File: config.mk
export PLATFORM = sky130hd
export DESIGN_NAME = led_pattern_seq
export DESIGN_NICKNAME = d
export VERILOG_FILES = /design/src/rtl/led_pattern_seq.sv
export SDC_FILE = /design/constraint.sdc
export NUM_CORES = 1
export LEC_CHECK = 0
export CORE_ASPECT_RATIO = 0.7
export CORE_MARGIN = 1.5
export CORE_UTILIZATION = 55
export CTS_CLUSTER_SIZE = 14
export DETAILED_ROUTE_END_ITERATION = 6
export PLACE_DENSITY = 0.84
export SKIP_CTS_REPAIR_TIMING = 1
export SYNTH_ARGS = -nofsm -noshare
export SYNTH_HDL_FRONTEND = slang
export SYNTH_SLANG_ARGS = --single-unit
export TNS_END_PERCENT = 100
File: constraint.sdc
create_clock -name clk -period 2.8 [get_ports clk]
set_clock_uncertainty 0.15 [all_clocks]
set_input_delay 0.28 -clock clk [delete_from_list [all_inputs] [get_ports clk]]
set_output_delay 0.28 -clock clk [all_outputs]
set_load 0.01 [all_outputs]
File: src/rtl/led_pattern_seq.sv
// LED pattern sequencer: two debounced push-buttons (step, mode) plus an optional
// timed auto-step drive four LED patterns (alternate, chase, bounce, binary count).
module led_pattern_seq #(
    parameter int N_LED           = 10,
    parameter int DEBOUNCE_CYCLES = 500000,
    parameter int AUTO_DIV        = 25000000
) (
    input  logic             clk,
    input  logic             clr,
    input  logic             key_step,
    input  logic             key_mode,
    input  logic             auto_en,
    output logic [N_LED-1:0] ledr,
    output logic [1:0]       mode
);

    localparam int DB_W   = $clog2(DEBOUNCE_CYCLES + 1);
    localparam int TK_W   = $clog2(AUTO_DIV);
    localparam int K_STEP = 0;
    localparam int K_MODE = 1;

    localparam logic [DB_W-1:0]  DB_LAST  = DB_W'(DEBOUNCE_CYCLES - 1);
    localparam logic [TK_W-1:0]  TK_LAST  = TK_W'(AUTO_DIV - 1);
    localparam logic [N_LED-1:0] ONE_HOT0 = N_LED'(1);

    function automatic logic [N_LED-1:0] alt_pattern(input logic flag);
        logic [N_LED-1:0] r;
        for (int i = 0; i < N_LED; i++) begin
            r[i] = (i % 2 == 1) ? flag : ~flag;
        end
        return r;
    endfunction

    localparam logic [N_LED-1:0] ALT_INIT = alt_pattern(1'b0);

    typedef enum logic [1:0] {
        MODE_ALT    = 2'd0,
        MODE_CHASE  = 2'd1,
        MODE_BOUNCE = 2'd2,
        MODE_BINARY = 2'd3
    } mode_e;

    // Index 0 carries the step key, index 1 the mode key.
    logic [1:0]      key_s1_q, key_s1_d, key_s2_q, key_s2_d;
    logic            auto_s1_q, auto_s1_d, auto_s2_q, auto_s2_d;
    logic [1:0]      db_level_q, db_level_d;
    logic [DB_W-1:0] db_cnt_q [2];
    logic [DB_W-1:0] db_cnt_d [2];
    logic [1:0]      press_q, press_d;
    logic [TK_W-1:0] tick_cnt_q, tick_cnt_d;
    logic            tick_q, tick_d;

    mode_e            mode_q, mode_d;
    logic [N_LED-1:0] pattern_q, pattern_d;
    logic             dir_up_q, dir_up_d;
    logic             flag_q, flag_d;
    logic             step;

    always_comb begin
        key_s1_d  = {key_mode, key_step};
        key_s2_d  = key_s1_q;
        auto_s1_d = auto_en;
        auto_s2_d = auto_s1_q;

        // Level is accepted on the DEBOUNCE_CYCLES-th consecutive differing cycle.
        for (int k = 0; k < 2; k++) begin
            db_level_d[k] = db_level_q[k];
            db_cnt_d[k]   = '0;
            if (key_s2_q[k] != db_level_q[k]) begin
                if (db_cnt_q[k] == DB_LAST) begin
                    db_level_d[k] = key_s2_q[k];
                end else begin
                    db_cnt_d[k] = db_cnt_q[k] + 1'b1;
                end
            end
            press_d[k] = db_level_q[k] & ~db_level_d[k];
        end

        tick_d     = 1'b0;
        tick_cnt_d = '0;
        if (auto_s2_q) begin
            if (tick_cnt_q == TK_LAST) begin
                tick_d = 1'b1;
            end else begin
                tick_cnt_d = tick_cnt_q + 1'b1;
            end
        end
    end

    assign step = press_q[K_STEP] | tick_q;

    always_comb begin
        mode_d    = mode_q;
        pattern_d = pattern_q;
        dir_up_d  = dir_up_q;
        flag_d    = flag_q;
        if (press_q[K_MODE]) begin
            flag_d   = 1'b0;
            dir_up_d = 1'b1;
            case (mode_q)
                MODE_ALT: begin
                    mode_d    = MODE_CHASE;
                    pattern_d = ONE_HOT0;
                end
                MODE_CHASE: begin
                    mode_d    = MODE_BOUNCE;
                    pattern_d = ONE_HOT0;
                end
                MODE_BOUNCE: begin
                    mode_d    = MODE_BINARY;
                    pattern_d = '0;
                end
                default: begin
                    mode_d    = MODE_ALT;
                    pattern_d = ALT_INIT;
                end
            endcase
        end else if (step) begin
            case (mode_q)
                MODE_ALT: begin
                    flag_d    = ~flag_q;
                    pattern_d = alt_pattern(~flag_q);
                end
                MODE_CHASE: pattern_d = {pattern_q[N_LED-2:0], pattern_q[N_LED-1]};
                MODE_BOUNCE: begin
                    // Direction flips as the lit bit lands on an end, so ends show once.
                    if (dir_up_q) begin
                        pattern_d = pattern_q << 1;
                        dir_up_d  = ~pattern_q[N_LED-2];
                    end else begin
                        pattern_d = pattern_q >> 1;
                        dir_up_d  = pattern_q[1];
                    end
                end
                default: pattern_d = pattern_q + 1'b1;
            endcase
        end
    end

    always_ff @(posedge clk or posedge clr) begin
        if (clr) begin
            key_s1_q   <= 2'b11;
            key_s2_q   <= 2'b11;
            auto_s1_q  <= 1'b0;
            auto_s2_q  <= 1'b0;
            db_level_q <= 2'b11;
            db_cnt_q   <= '{default: '0};
            press_q    <= 2'b00;
            tick_cnt_q <= '0;
            tick_q     <= 1'b0;
            mode_q     <= MODE_ALT;
            pattern_q  <= ALT_INIT;
            dir_up_q   <= 1'b1;
            flag_q     <= 1'b0;
        end else begin
            key_s1_q   <= key_s1_d;
            key_s2_q   <= key_s2_d;
            auto_s1_q  <= auto_s1_d;
            auto_s2_q  <= auto_s2_d;
            db_level_q <= db_level_d;
            db_cnt_q   <= db_cnt_d;
            press_q    <= press_d;
            tick_cnt_q <= tick_cnt_d;
            tick_q     <= tick_d;
            mode_q     <= mode_d;
            pattern_q  <= pattern_d;
            dir_up_q   <= dir_up_d;
            flag_q     <= flag_d;
        end
    end

    assign ledr = pattern_q;
    assign mode = mode_q;

endmodule

======== Word-level counts from Yosys, hierarchy flattened ========
Cells that the tools add are included.
cells by class
  add/subtract/negate cells ............... 4
  equal/unequal tests ..................... 7
  muxes and demuxes ....................... 25
  bitwise operators ....................... 7
  reduce and logical (&&, ||, !) cells .... 7
operators with widths
  cell                     count
  $mux W19                 4
  $mux W25                 2
  $add A19 B1 Y19 const B  2
  $eq A19 B19 Y1 const B   2
  $mux W10                 3
  $pmux W10 S3             1
  $add A25 B1 Y25 const B  1
  $eq A25 B25 Y1 const B   1
  $pmux W9 S2              1
  $mux W1                  13
  $add A10 B1 Y10 const B  1
  $pmux W2 S3              1
  $reduce_bool A2 Y1       3
  $not A1 Y1               4
  $reduce_and A2 Y1        2
  $and A1 B1 Y1            2
  $eq A2 B1 Y1 const B     1
  $eq A2 B2 Y1 const B     1
  $logic_not A2 Y1         1
  $ne A1 B1 Y1             2
  $reduce_or A2 Y1         1
  $or A1 B1 Y1             1
storage, ports and cells
  register bits after elaboration ......... 88
  bits of input ports ..................... 5
  output and inout port bits .............. 12
  word-level logic and storage cells ...... 64

======== Logic depth before layout (Yosys ltp) ========
Gate-level depths: netlist (run 1).
  word-level depth ........................ 5
  gate-level depth with buffers ........... 7

======== Worst setup path before layout (run 1) ========
OpenSTA, ideal clock, no wires.
  kind .................................... register -> register
  start ................................... register tick_cnt_q[0]
  end ..................................... register tick_cnt_q[10]
  setup time .............................. 0.132 ns
  arrival time ............................ 1.856 ns
  path slack .............................. 0.662 ns
  cell stages (with the launch flop) ...... 8
  buffers on the path ..................... 2
  clock period less this slack ............ 2.138 ns
  cells stage by stage .................... dfrtp_1 -> ha_1 -> and4_1 -> buf_2 -> nand2_1 -> o41ai_2 -> clkbuf_1 -> nor2_1
on the way
  longest elaborated chain between the ends .. 3
ends and longest elaborated chain
  element                                                   line    text
  from (decl)                                               50      logic [TK_W-1:0] tick_cnt_q, tick_cnt_d;
  from (signal assigned)                                    163     tick_cnt_q <= tick_cnt_d;
  $add A25 B1 Y25 / $eq A25 B25 Y1 (equally long branches)  85, 82
  $mux W25 *                                                82      if (tick_cnt_q == TK_LAST) begin
  $mux W25 *                                                81      if (auto_s2_q) begin
  via tick_cnt_d[10]                                        50
Mark *: on every way through the listed nets, which the timed path passes. The rest lies on a longest branch.
A chain may end at the register's enable or synchronous reset.

==> impl_metrics.tcl, run 1 <==
set metrics [dict create \
    status "complete, no violations" \
    p_clk_frac 0.461 \
    crit_fanout 19 \
    nNetsFinal 495 \
    num_vias 3636 \
    die_h_um 79.2 \
    gp_congestion 0.832 \
    layout_min_cycle_time_ns 2.29 \
    combPwrFrac 0.029 \
    crit_chain "nand3_1 > or4b_1 > o31ai_4 > nor2_1" \
    path_depth 4 \
    crit_type "reg2reg" \
    synthCells 470 \
    track_usage 0.226 \
    clock_latency_ns 0.34 \
    endpoint_kind "flip-flop" \
    dieArea_um2 8850 \
    tns_ns 0 \
    max_freq_mhz 437 \
    intPower_uw 2030 \
    route.detailed.drc 0 \
    ys_seq_area_frac 0.486 \
    critPathTopFamily "simple AND/OR/NAND/NOR gates" \
    grt_pass1_vias 3424 \
    viasPerCell 6.19 \
    ys_ff_latch 88 \
    setup_viol 0 \
    core_um2 7940 \
    cp.arrival_ns 2.33 \
    timing.rr.end "db_cnt_q[28]$_DFF_PP0_" \
    numCtsBuffers 9 \
    rows 27 \
    grt_start_max_net_pins 60 \
    avgSynthCellArea_um2 9.70 \
    grt_overflow 0 \
    power_density_nw_per_um2 500 \
    wl_per_cell_um 16.1 \
    dp_hpwl_um 6150 \
    whs_ns 0.133 \
    post-route-period-util 0.818 \
    reg2reg_from "db_cnt_q[34]$_DFF_PP0_" \
    first_pass_iters 6 \
    synth_edf_count 0 \
    worstMarginPinSlew_ns 0.763 \
    num_antenna_cells 0 \
    swShare 0.207 \
    grt_setup_unrepaired "no" \
    grt_pass1_wl_um 16100 \
    stdcell_count 587 \
    async_flop_share 1.00 \
    io_pins 17 \
    maxSlewViolCount 0 \
    fillers 615 \
    maxCapViolations 0 \
    hold_viol 0 \
    cts-root-buf "clkbuf_16" \
    switchingPower_uw 529 \
    synth_ff_type "dfrtp_1" \
    vdd_ir_drop_max_mv 0.396 \
    dr.first_iter.drc_count 280 \
    crit_required_ns 2.84 \
    max-slew-margin-rel 0.491 \
    synth_top_cell_by_area "dfrtp_1" \
    p_seq_frac 0.510 \
    antenna_found_initial 0 \
    synth_nets 484 \
    synth_top_area_frac 0.417 \
    cts_sinks 88 \
    startpoint_type "flip-flop" \
    synthesis.area_um2 4560 \
    ys_top_cells_by_area "dfrtp_1 42%, dfstp_2 6.9%, nor2_1 4.0%, xor2_1 4.0%, xnor2_1 3.7%" \
    r2r_cells 4 \
    p_leak_uw 0.00200 \
    cp_slowest_cell "o31ai_4" \
    r2r_slack_ns 0.51 \
    drt_wl_total_um 9450 \
    slowest_delay_ns 0.73 \
    numPortBuffers 16 \
    area_delta_synth_final_pct 12.2 \
    cp-startpoint "db_cnt_q[34]$_DFF_PP0_" \
    clkTransAtPathRegs_ns 0.06 \
    hold_class "in2async" \
    cts_buffer_depth 2 \
    die_x_um 112 \
    crit_end "db_cnt_q[28]$_DFF_PP0_" \
    dp.cells 571 \
    ys_warn_count 0 \
    drive_above_1_share 0.0844 \
    critPathBufInv 0 \
    cts_tree "built" \
    antenna_left 0 \
    start_util 0.574 \
    htree_levels 3 \
    synth.distinct_cells 56 \
]
per-layer routing:
metal	GRT usage	routed length (um)	vias to the layer above
met2	0.370	4410	117
met5	0	0	-
li1	-	-	1739
met3	0.0695	519	23
met4	0.0557	110	0
met1	0.296	4410	1757
flip-flops by register name, summed over array words and instances, names as in the netlist:
signal / count
press_q: 2
dir_up_q: 1
db_cnt_q: 38
tick_cnt_q: 25
flag_q: 1
auto_s2_q: 1
auto_s1_q: 1
tick_q: 1
key_s1_q: 2
mode: 2
ledr: 10
key_s2_q: 2
db_level_q: 2
synthesized netlist by cell type (2+ instances only):
library cell,number
o221ai_1,3
a22oi_1,4
dfrtp_1,76
nor2b_1,3
nand3_1,25
nor2_1,49
nor3_1,8
a211oi_1,7
and3_1,3
nor4bb_1,2
o2bb2ai_1,2
nor4_1,10
nand4_1,15
or4b_1,2
xor2_1,21
a21o_1,3
a221oi_1,2
and2_1,5
inv_1,15
ha_1,9
nand2_1,35
nand4_2,2
xnor2_1,19
clkbuf_1,15
dfstp_2,12
a21oi_1,30
o31a_1,3
o21ai_0,19
or2_1,2
buf_2,5
and4_1,9
mux2_2,2
or3_1,12
o31ai_1,9
or4_1,11
stage by stage:
stage,util,setup slack [ns],power (uW),area (um2)
2_1_floorplan,-,0.111,1370,4560
3_3_place_gp,0.607,0.631,1400,4820
3_5_place_dp,0.607,0.540,1400,4820
4_1_cts,0.644,0.515,2590,5110
5_1_grt,0.644,0.330,2650,5110
6_report,0.644,0.510,2560,5110
worst min path at each step:
stage               cells after the start  slack, ns                endpoint                   from
finish                                  2       0.13  db_cnt_q[11]$_DFF_PP0_                    clr
global route                            2       0.19  db_cnt_q[11]$_DFF_PP0_                    clr
CTS                                     2       0.14    press_q[1]$_DFF_PP0_                    clr
detailed placement                      0       0.20   key_s2_q[1]$_DFF_PP1_  key_s1_q[1]$_DFF_PP1_
global placement                        0       0.18     auto_s2_q$_DFF_PP0_    auto_s1_q$_DFF_PP0_
floorplan                               0       0.13   key_s1_q[0]$_DFF_PP1_               key_step
cell families (layout without fill, tap and decap cells):
logic type,after synthesis,after routing,share of synthesized area
AOI/OAI and AO/OA,94,94,0.137
xor gates and xnor gates,40,40,0.0769
adders and majority gates,9,9,0.0247
buffers and inverters,36,52,0.0310
DFF,88,88,0.486
muxes,3,3,0.00741
and+or+nand+nor,200,200,0.236
final cells by class:
type / instances / area [um2] / area share
well taps: 101 / 126 / 0.0247
clock buffers: 13 / 250 / 0.0489
inverters: 15 / 57.6 / 0.0113
flip-flops and latches: 88 / 2220 / 0.433
multi-input cells: 346 / 2210 / 0.432
repair buffers: 21 / 210 / 0.0411
clock inverters: 3 / 42.5 / 0.00832
cell usage in the layout, fill, tap and decap left out, types with 10 or more instances in the layout:
cell type and instances:
dfrtp_1 76, xnor2_1 19, a21oi_1 30, nor2_1 49, nor4_1 10, or4_1 11
o21ai_0 19, or3_1 12, inv_1 14, nand4_1 15, clkdlybuf4s50_1 16, nand2_1 35
xor2_1 21, dfstp_2 12, nand3_1 25
power groups by stage:
stage / combinational, uW / sequential, uW / clock (uW)
after floorplan: 49.8 / 1320 / 0
after detailed placement: 74.3 / 1330 / 0
final: 72.9 / 1300 / 1180
after global routing: 85.9 / 1310 / 1260
after CTS: 75.1 / 1300 / 1210
after global placement: 72.5 / 1330 / 0
Power figures use the tool's default switching activity.
==> run 2, diff against run 1 <==
- clock period: 2.8 -> 2.1 ns (I/O delays scaled with it)
==> impl_metrics.tcl, run 2 (same netlist as run 1, synthesis figures left out) <==
set metrics [dict create \
    rows 27 \
    crit_required_ns 2.21 \
    multi_input_area_um2 2240 \
    post-route-period-util 0.958 \
    grt_setup_unrepaired "no" \
    gp_congestion 0.916 \
    crit_fanout 5 \
    cp.arrival_ns 2.12 \
    seqCellArea_um2 2220 \
    vdd_ir_drop_max_mv 0.636 \
    crit_chain "nand4_2 > buf_4 > or3_1 > or4_1 > a21oi_1" \
    wl_met1_um 4640 \
    start_util 0.574 \
    crit_type "reg2reg" \
    status "complete, no violations" \
    wl_met2_um 4790 \
    hold_class "in2async" \
    power_density_nw_per_um2 642 \
    num_antenna_cells 0 \
    cts_sinks 88 \
    antenna_found_initial 0 \
    numCtsBuffers 9 \
    dp_hpwl_um 6830 \
    core_um2 7940 \
    worstMarginPinSlew_ns 0.410 \
    nNetsFinal 527 \
    dieArea_um2 8850 \
    p_leak_uw 0.00216 \
    cp_slowest_cell "dfrtp_1" \
    num_vias 3804 \
    clkTransAtPathRegs_ns 0.06 \
    dr.first_iter.drc_count 272 \
    route.detailed.drc 0 \
    numPortBuffers 16 \
    drive_above_1_share 0.158 \
    r2r_cells 5 \
    grt_overflow 0 \
    cts_buffer_depth 2 \
    maxCapViolations 0 \
    place_ws_ns 0.0381 \
    dp.cells 599 \
    clock_latency_ns 0.34 \
    stdcell_count 619 \
    first_pass_iters 5 \
    layout_min_cycle_time_ns 2.01 \
    drt_wl_total_um 10200 \
    grt_start_max_net_pins 56 \
    fillers 578 \
    critPathBufInv 1 \
    wl_met3_um 587 \
    path_depth 5 \
    wl_per_cell_um 16.5 \
    layout_common_cells "75 x dfrtp_1, 49 x nor2_1, 35 x nand2_1, 34 x buf_4, 30 x a21oi_1" \
    maxSlewViolCount 0 \
    grt_pass1_wl_um 17400 \
    track_usage 0.245 \
    largest_register_ffs 38 \
    die_x_um 112 \
    max-slew-margin-rel 0.727 \
    endpoint_kind "flip-flop" \
    tns_ns 0 \
    antenna_left 0 \
    layout_commonest_cell "dfrtp_1" \
    die_h_um 79.2 \
    hold_viol 0 \
    htree_levels 3 \
    largest-register "db_cnt_q" \
    max_freq_mhz 497 \
    grt_pass1_vias 3652 \
    area_delta_synth_final_pct 18.8 \
    critPathTopFamily "simple AND/OR/NAND/NOR gates" \
    cts_tree "built" \
    setup_viol 0 \
    io_pins 17 \
    slowest_delay_ns 0.45 \
    cts-root-buf "clkbuf_16" \
    viasPerCell 6.15 \
    worst_slack_ns 0.0886 \
    highest_layer "met4" \
    startpoint_type "flip-flop" \
]
-- run 2: path summary, 6_finish.rpt --
check	slack (ns)	startpoint	to
setup / recovery	0.09	db_cnt_q[25]$_DFF_PP0_	db_cnt_q[35]$_DFF_PP0_
hold / removal	0.04	clr	tick_cnt_q[9]$_DFF_PP0_
setup reg to reg	0.09	db_cnt_q[25]$_DFF_PP0_	db_cnt_q[35]$_DFF_PP0_
hold reg to reg	0.20	key_s1_q[1]$_DFF_PP1_	key_s2_q[1]$_DFF_PP1_
max in group asynchronous	1.13	clr	key_s1_q[1]$_DFF_PP1_
min in group clk	0.12	key_step	key_s1_q[0]$_DFF_PP1_
-- run 2: metal layers --
layer | vias up | track usage
met5 | - | 0
li1 | 1793 | -
met3 | 28 | 0.0580
met2 | 127 | 0.391
met1 | 1856 | 0.328
met4 | 0 | 0.0899
-- run 2: cell type report --
| class | count | area share |
|---|---|---|
| multi-input combinational | 346 | 0.414 |
| sequential | 88 | 0.410 |
| timing repair buffer | 53 | 0.0862 |
| clock buffer | 12 | 0.0455 |
| tap | 101 | 0.0233 |
| inverter | 15 | 0.0111 |
| clock inverter | 4 | 0.00994 |
-- run 2: report_power, final --
| group | switching (uW) | internal [uW] | total (uW) | leakage (uW) |
|---|---|---|---|---|
| Combinational | 72.9 | 44.7 | 118 | 0.000849 |
| Clock | 662 | 957 | 1620 | 0.000139 |
| Sequential | 19.1 | 1720 | 1740 | 0.00117 |
-- run 2: stage by stage --
step / utilization / instance area, um2 / total power (uW) / hold slack (ns)
detailed placement: 0.636 / 5050 / 1880 / 0.186
global placement: 0.636 / 5050 / 1880 / 0.187
floorplan: - / 4560 / 1830 / 0.0645
finish: 0.682 / 5420 / 3480 / 0.0413
global route: 0.682 / 5420 / 3580 / 0.0628
CTS: 0.674 / 5350 / 3490 / 0.0425
